File: src/rtl/spi_client_framed.sv
// SPI client with framed multi-word transfers: synchronises the SPI pins into clk,
// assembles WIDTH-bit words MSB first and streams tx words back on miso.
module spi_client_framed #(
    parameter int WIDTH       = 8,
    parameter int CPOL        = 0,
    parameter int CPHA        = 0,
    parameter int SYNC_STAGES = 2
) (
    input  logic             clk,
    input  logic             rst_n,
    input  logic             spi_clk,
    input  logic             mosi,
    input  logic             cs_n,
    output logic             miso,
    output logic             miso_oe,
    output logic [WIDTH-1:0] rx_data,
    output logic             rx_valid,
    output logic             rx_first,
    input  logic [WIDTH-1:0] tx_data,
    input  logic             tx_valid,
    output logic             tx_ready,
    output logic             tx_underrun,
    output logic             frame_active,
    output logic             frame_err
);

    localparam int             CW           = $clog2(WIDTH);
    localparam int             TOP          = SYNC_STAGES - 1;
    localparam logic           IDLE_LVL     = (CPOL != 0) ? 1'b1 : 1'b0;
    localparam logic           SAMPLE_TRAIL = (CPHA != 0) ? 1'b1 : 1'b0;
    localparam logic [CW-1:0]  LAST_BIT     = CW'(WIDTH - 1);

    typedef enum logic {ST_IDLE = 1'b0, ST_ACTIVE = 1'b1} state_t;

    logic [SYNC_STAGES-1:0] sclk_sync_r, cs_sync_r, mosi_sync_r, fill_r;
    logic                   sclk_d_r, cs_d_r, armed_r;
    logic                   sclk_s, cs_s, mosi_s;
    logic                   rise_s, fall_s, lead_s, trail_s, sample_s, shift_s;

    state_t                 state_r, state_s;
    logic [CW-1:0]          bit_cnt_r, bit_cnt_s;
    logic                   first_r, first_s;
    logic [WIDTH-1:0]       rx_shift_r, rx_shift_s;
    logic [WIDTH-1:0]       tx_shift_r, tx_shift_s;
    logic                   load_s, done_s, ferr_s;

    logic [WIDTH-1:0]       rx_data_r;
    logic                   rx_valid_r, rx_first_r, tx_underrun_r, frame_err_r;
    logic                   miso_r, active_r;

    // Equal-depth synchronisers; fill_r marks when the chain holds real pin samples.
    always_ff @(posedge clk or negedge rst_n) begin
        if (!rst_n) begin
            sclk_sync_r <= {SYNC_STAGES{IDLE_LVL}};
            cs_sync_r   <= {SYNC_STAGES{1'b1}};
            mosi_sync_r <= {SYNC_STAGES{1'b0}};
            fill_r      <= {SYNC_STAGES{1'b0}};
        end else begin
            sclk_sync_r <= {sclk_sync_r[TOP-1:0], spi_clk};
            cs_sync_r   <= {cs_sync_r[TOP-1:0], cs_n};
            mosi_sync_r <= {mosi_sync_r[TOP-1:0], mosi};
            fill_r      <= {fill_r[TOP-1:0], 1'b1};
        end
    end

    assign sclk_s = sclk_sync_r[TOP];
    assign cs_s   = cs_sync_r[TOP];
    assign mosi_s = mosi_sync_r[TOP];

    // Edge-detect history and arming; reset values of the chain never arm the block.
    always_ff @(posedge clk or negedge rst_n) begin
        if (!rst_n) begin
            sclk_d_r <= IDLE_LVL;
            cs_d_r   <= 1'b1;
            armed_r  <= 1'b0;
        end else begin
            sclk_d_r <= sclk_s;
            cs_d_r   <= cs_s;
            if (fill_r[TOP] && cs_s) begin
                armed_r <= 1'b1;
            end
        end
    end

    assign rise_s   = sclk_s & ~sclk_d_r;
    assign fall_s   = ~sclk_s & sclk_d_r;
    assign lead_s   = IDLE_LVL ? fall_s : rise_s;
    assign trail_s  = IDLE_LVL ? rise_s : fall_s;
    assign sample_s = SAMPLE_TRAIL ? trail_s : lead_s;
    assign shift_s  = SAMPLE_TRAIL ? lead_s : trail_s;

    // Frame FSM and datapath next-state; cs_n deassertion outranks any clock edge.
    always_comb begin
        state_s    = state_r;
        bit_cnt_s  = bit_cnt_r;
        first_s    = first_r;
        rx_shift_s = rx_shift_r;
        tx_shift_s = tx_shift_r;
        load_s     = 1'b0;
        done_s     = 1'b0;
        ferr_s     = 1'b0;
        case (state_r)
            ST_IDLE: begin
                if (armed_r && cs_d_r && !cs_s) begin
                    state_s    = ST_ACTIVE;
                    bit_cnt_s  = '0;
                    first_s    = 1'b1;
                    tx_shift_s = '0;
                    load_s     = !SAMPLE_TRAIL;
                end else begin
                    bit_cnt_s = '0;
                end
            end
            ST_ACTIVE: begin
                if (cs_s) begin
                    state_s   = ST_IDLE;
                    ferr_s    = (bit_cnt_r != '0);
                    bit_cnt_s = '0;
                end else if (sample_s) begin
                    rx_shift_s = {rx_shift_r[WIDTH-2:0], mosi_s};
                    if (bit_cnt_r == LAST_BIT) begin
                        done_s    = 1'b1;
                        bit_cnt_s = '0;
                        first_s   = 1'b0;
                    end else begin
                        bit_cnt_s = bit_cnt_r + CW'(1);
                    end
                end else if (shift_s) begin
                    if (bit_cnt_r == '0) begin
                        load_s = 1'b1;
                    end else begin
                        tx_shift_s = {tx_shift_r[WIDTH-2:0], 1'b0};
                    end
                end else begin
                    state_s = ST_ACTIVE;
                end
            end
            default: begin
                state_s   = ST_IDLE;
                bit_cnt_s = '0;
            end
        endcase
        tx_shift_s = load_s ? (tx_valid ? tx_data : '0) : tx_shift_s;
    end

    // State, shift registers and registered output strobes.
    always_ff @(posedge clk or negedge rst_n) begin
        if (!rst_n) begin
            state_r       <= ST_IDLE;
            bit_cnt_r     <= '0;
            first_r       <= 1'b0;
            rx_shift_r    <= '0;
            tx_shift_r    <= '0;
            rx_data_r     <= '0;
            rx_valid_r    <= 1'b0;
            rx_first_r    <= 1'b0;
            tx_underrun_r <= 1'b0;
            frame_err_r   <= 1'b0;
            miso_r        <= 1'b0;
            active_r      <= 1'b0;
        end else begin
            state_r       <= state_s;
            bit_cnt_r     <= bit_cnt_s;
            first_r       <= first_s;
            rx_shift_r    <= rx_shift_s;
            tx_shift_r    <= tx_shift_s;
            if (done_s) begin
                rx_data_r <= rx_shift_s;
            end
            rx_valid_r    <= done_s;
            rx_first_r    <= done_s & first_r;
            tx_underrun_r <= load_s & ~tx_valid;
            frame_err_r   <= ferr_s;
            miso_r        <= (state_s == ST_ACTIVE) & tx_shift_s[WIDTH-1];
            active_r      <= (state_s == ST_ACTIVE);
        end
    end

    // tx_ready is combinational so it coincides with the cycle tx_data is captured.
    assign tx_ready     = load_s;
    assign miso         = miso_r;
    assign miso_oe      = active_r;
    assign frame_active = active_r;
    assign rx_data      = rx_data_r;
    assign rx_valid     = rx_valid_r;
    assign rx_first     = rx_first_r;
    assign tx_underrun  = tx_underrun_r;
    assign frame_err    = frame_err_r;

endmodule

File: config.mk
export PLATFORM = sky130hd
export DESIGN_NAME = spi_client_framed
export DESIGN_NICKNAME = d
export VERILOG_FILES = /design/src/rtl/spi_client_framed.sv
export SDC_FILE = /design/constraint.sdc
export NUM_CORES = 1
export LEC_CHECK = 0
export CAP_MARGIN = 20
export CORE_UTILIZATION = 54
export CTS_BUF_LIST = sky130_fd_sc_hd__clkbuf_4
export DETAILED_ROUTE_END_ITERATION = 16
export PLACE_DENSITY_LB_ADDON = 0.25
export SLEW_MARGIN = 25
export SYNTH_ARGS = -nofsm -noshare
export SYNTH_HDL_FRONTEND = slang
export SYNTH_SLANG_ARGS = --single-unit
File: constraint.sdc
create_clock -name clk -period 1.7 [get_ports clk]
set_input_delay 0.34 -clock clk [delete_from_list [all_inputs] [get_ports clk]]
set_output_delay 0.34 -clock clk [all_outputs]
set_load 0.005 [all_outputs]
==> results.md <==
* Worst EP arrival at 1.45 ns
* Final hold slack at 0.0195 ns
* Remaining global-route overflow at 0
* Synth Net Count at 150
* Post-placement cell area at between 2000 and 2500 µm²
* Core area at roughly 3100 µm²
* Least-Margin Pin Slew at approximately 0.52 ns
* WS Path Type: reg2out
* Max Slew Vio Count at 0
* Layout cells sized above 1 at 0.321
* Avg Cell Area, Syn at approximately 14 µm²
* Inst Count DP at 216
* Failing checks: setup timing
* Finished Layout Cells at between 200 and 250
* Share of flip-flops with an asynchronous set or reset at 1.00
* Final Hold Viols at 0
* Leakage at 1.14 nW
* Drc violations at 0
* 1st-pass router iterations at 4
* Power Density at 856 nW/µm²
* Most frequent cells in the layout: 41 x dfrtp_1, 25 x clkdlybuf4s50_1, 17 x buf_4
* IO Pins at 30
* Post-synth EDFFs at 0
* Clock-pin transition on the worst setup and hold timing paths at roughly 0.13 ns
* # rows at 20
* Pin count of the biggest net entering global routing at 45
* Max Cap Viol at 0
* Diodes inserted at 0
* Synth Instances at 133
* FF+latch count, synth at 44
* Finished Core Util at 0.766
* CP Launch Type: flop
* Final worst path period need at ~1.8 ns
* Synth area leader: dfrtp_1
* Design Area, Final at 2390 µm²
* HPWL Detailed at approximately 2.2 mm
* Via count at 1,145
* Die Height at 59.9 µm
* Setup Viol. Count Final at 1
* Register Area at 1100 µm²
* Status: finished, violations left
* # fillers at between 200 and 250
* # hold bufs at CTS at 0
* Gp weighted congestion at approximately 0.75
* Drt total wl at between 3 and 4 mm
* Area of the multi-input gates at between 600 and 700 µm²
* Yosys warning count at 0
* GRT Util Overall at 0.197
* R2R depth at 7
* IO buf count at 29
* Die ar. at between 3000 and 4000 µm²
* Vias per cell at between 4 and 5
* WL per Instance at roughly 13 µm
* Worst EP required at 1.36 ns
* Clock sink count at 44
* CTS tree: yes
* Area share of the largest cell type after synthesis at 0.567
* RSZ-0062 raised after global routing: yes
* Synth top area cells: dfrtp_1 57%, mux2_2 8.1%, dfstp_2 4.4%, mux2i_1 3.9%, and2_1 2.4%
* Worst vdd ir at around 700 µV
* Starting Density at 0.578
* Synthesis-to-finish area growth at 32.4%
* Total CTS buffers at 5
* Worst setup margin at -0.0911 ns
* Clk_skew at about 0.014 ns
* Worst-path maximum fanout at 3
* Commonest non-fill, non-tap cell in the layout: dfrtp_1
* Crit share post-route at 1.05
* Nets at roughly 200
* Root Driver: clkbuf_4
* Yosys cell types at 34
* ANT nets after route at 0
* CTS max path bufs at 2
* Post-synth top flop: dfrtp_1
* Iteration-0 DRC Markers at 37
* CP endpoint kind: output pin
* Cell Area, Synth at approximately 1800 µm²
* Vias in the first global route at between 1,000 and 1,500
* Global-route wire length before repair at around 5 mm
* FMAX at approximately 0.56 GHz
* Initial antenna violation count at 0
* Relative slew margins at 0.655
* Clock Latency Late Sink at roughly 0.35 ns
* Die width at 59.9 µm
* Worst hold path class: in2async
* H-tree levels at 2
* Sequential fraction of the synthesis area at 0.611
==> state kept, by name, indices dropped and copies added, names as in the netlist, 2 cells and up <==
name and flops:
rx_data 8, rx_shift_r 7, mosi_sync_r 2, fill_r 2, tx_shift_r 8, bit_cnt_r 3
sclk_sync_r 2, cs_sync_r 2
==> kinds of logic (layout without fill, tap and decap cells) <==
kind of cell               count (synthesis)  after routing  share of synthesized area
AOI/OAI and AO/OA                         19             19                     0.0692
adders and majority gates                  3              3                     0.0207
buffers and inverters                      7             61                     0.0194
DFF                                       44             44                      0.611
muxes                                     22             22                      0.136
other                                      1              1                    0.00207
and+or+nand+nor                           37             37                      0.142
==> cells in the mapped netlist (3+ instances only) <==
master	n
a21oi_1	5
and2_1	7
dfrtp_1	41
dfstp_2	3
ha_1	3
inv_1	3
mux2_2	13
mux2i_1	7
nand2_1	9
nor2_1	7
o21ai_1	6
==> timing repair <==
| action | CTS | global route |
|---|---|---|
| endpoints found under the setup margin | 5 | 11 |
| pin swaps | 3 | 7 |
| buffers inserted | 4 | 3 |
| gates resized for setup | 8 | 4 |
==> metrics by stage <==
step	setup slack, ns	power (mW)	TNS (ns)
floorplan	0.179	1.29	0
global placement	-0.0261	1.40	-0.0261
detailed placement	-0.0374	1.41	-0.0374
CTS	-0.155	2.06	-0.155
global route	-0.180	2.14	-0.242
finish	-0.0911	2.05	-0.0911
==> power breakdown <==
group | switching, mW | total, mW | internal (mW)
combinational | 0.107 | 0.244 | 0.137
sequential | 0.0453 | 1.17 | 1.12
clock | 0.331 | 0.637 | 0.307
total | 0.483 | 2.05 | 1.57
==> cell type report <==
type	count	area share
sequential	44	0.461
clock inverter	3	0.0178
tap	44	0.0230
timing repair buffer	49	0.190
multi-input combinational	82	0.286
inverter	4	0.00627
clock buffer	5	0.0157
==> final timing paths <==
kind	start	to	slack [ns]
worst min-delay path	rst_n	tx_underrun	0.02
min in group clk	sclk_sync_r[0]	sclk_sync_r[1]	0.36
max in group asynchronous	rst_n	cs_sync_r[1]	1.29
worst max-delay path	cs_sync_r[1]	tx_ready	-0.09
worst max register to register	cs_sync_r[1]	tx_shift_r[0]	0.03
worst min register to register	sclk_sync_r[0]	sclk_sync_r[1]	0.36
==> routing by layer <==
| layer | track usage | up-vias | routed length (µm) |
|---|---|---|---|
| li1 | - | 565 | - |
| met5 | 0 | - | 0 |
| met3 | 0.0584 | 6 | 89 |
| met2 | 0.317 | 21 | 1470 |
| met1 | 0.248 | 553 | 1410 |
| met4 | 0.0797 | 0 | 47 |
==> critical path, stage by stage, from the launching register on <==
cell and delay, ns:
dfstp_2 0.55, and4bb_2 0.25, a21oi_4 0.14, inv_2 0.06, buf_6 0.11
Power figures use the tool's default switching activity.
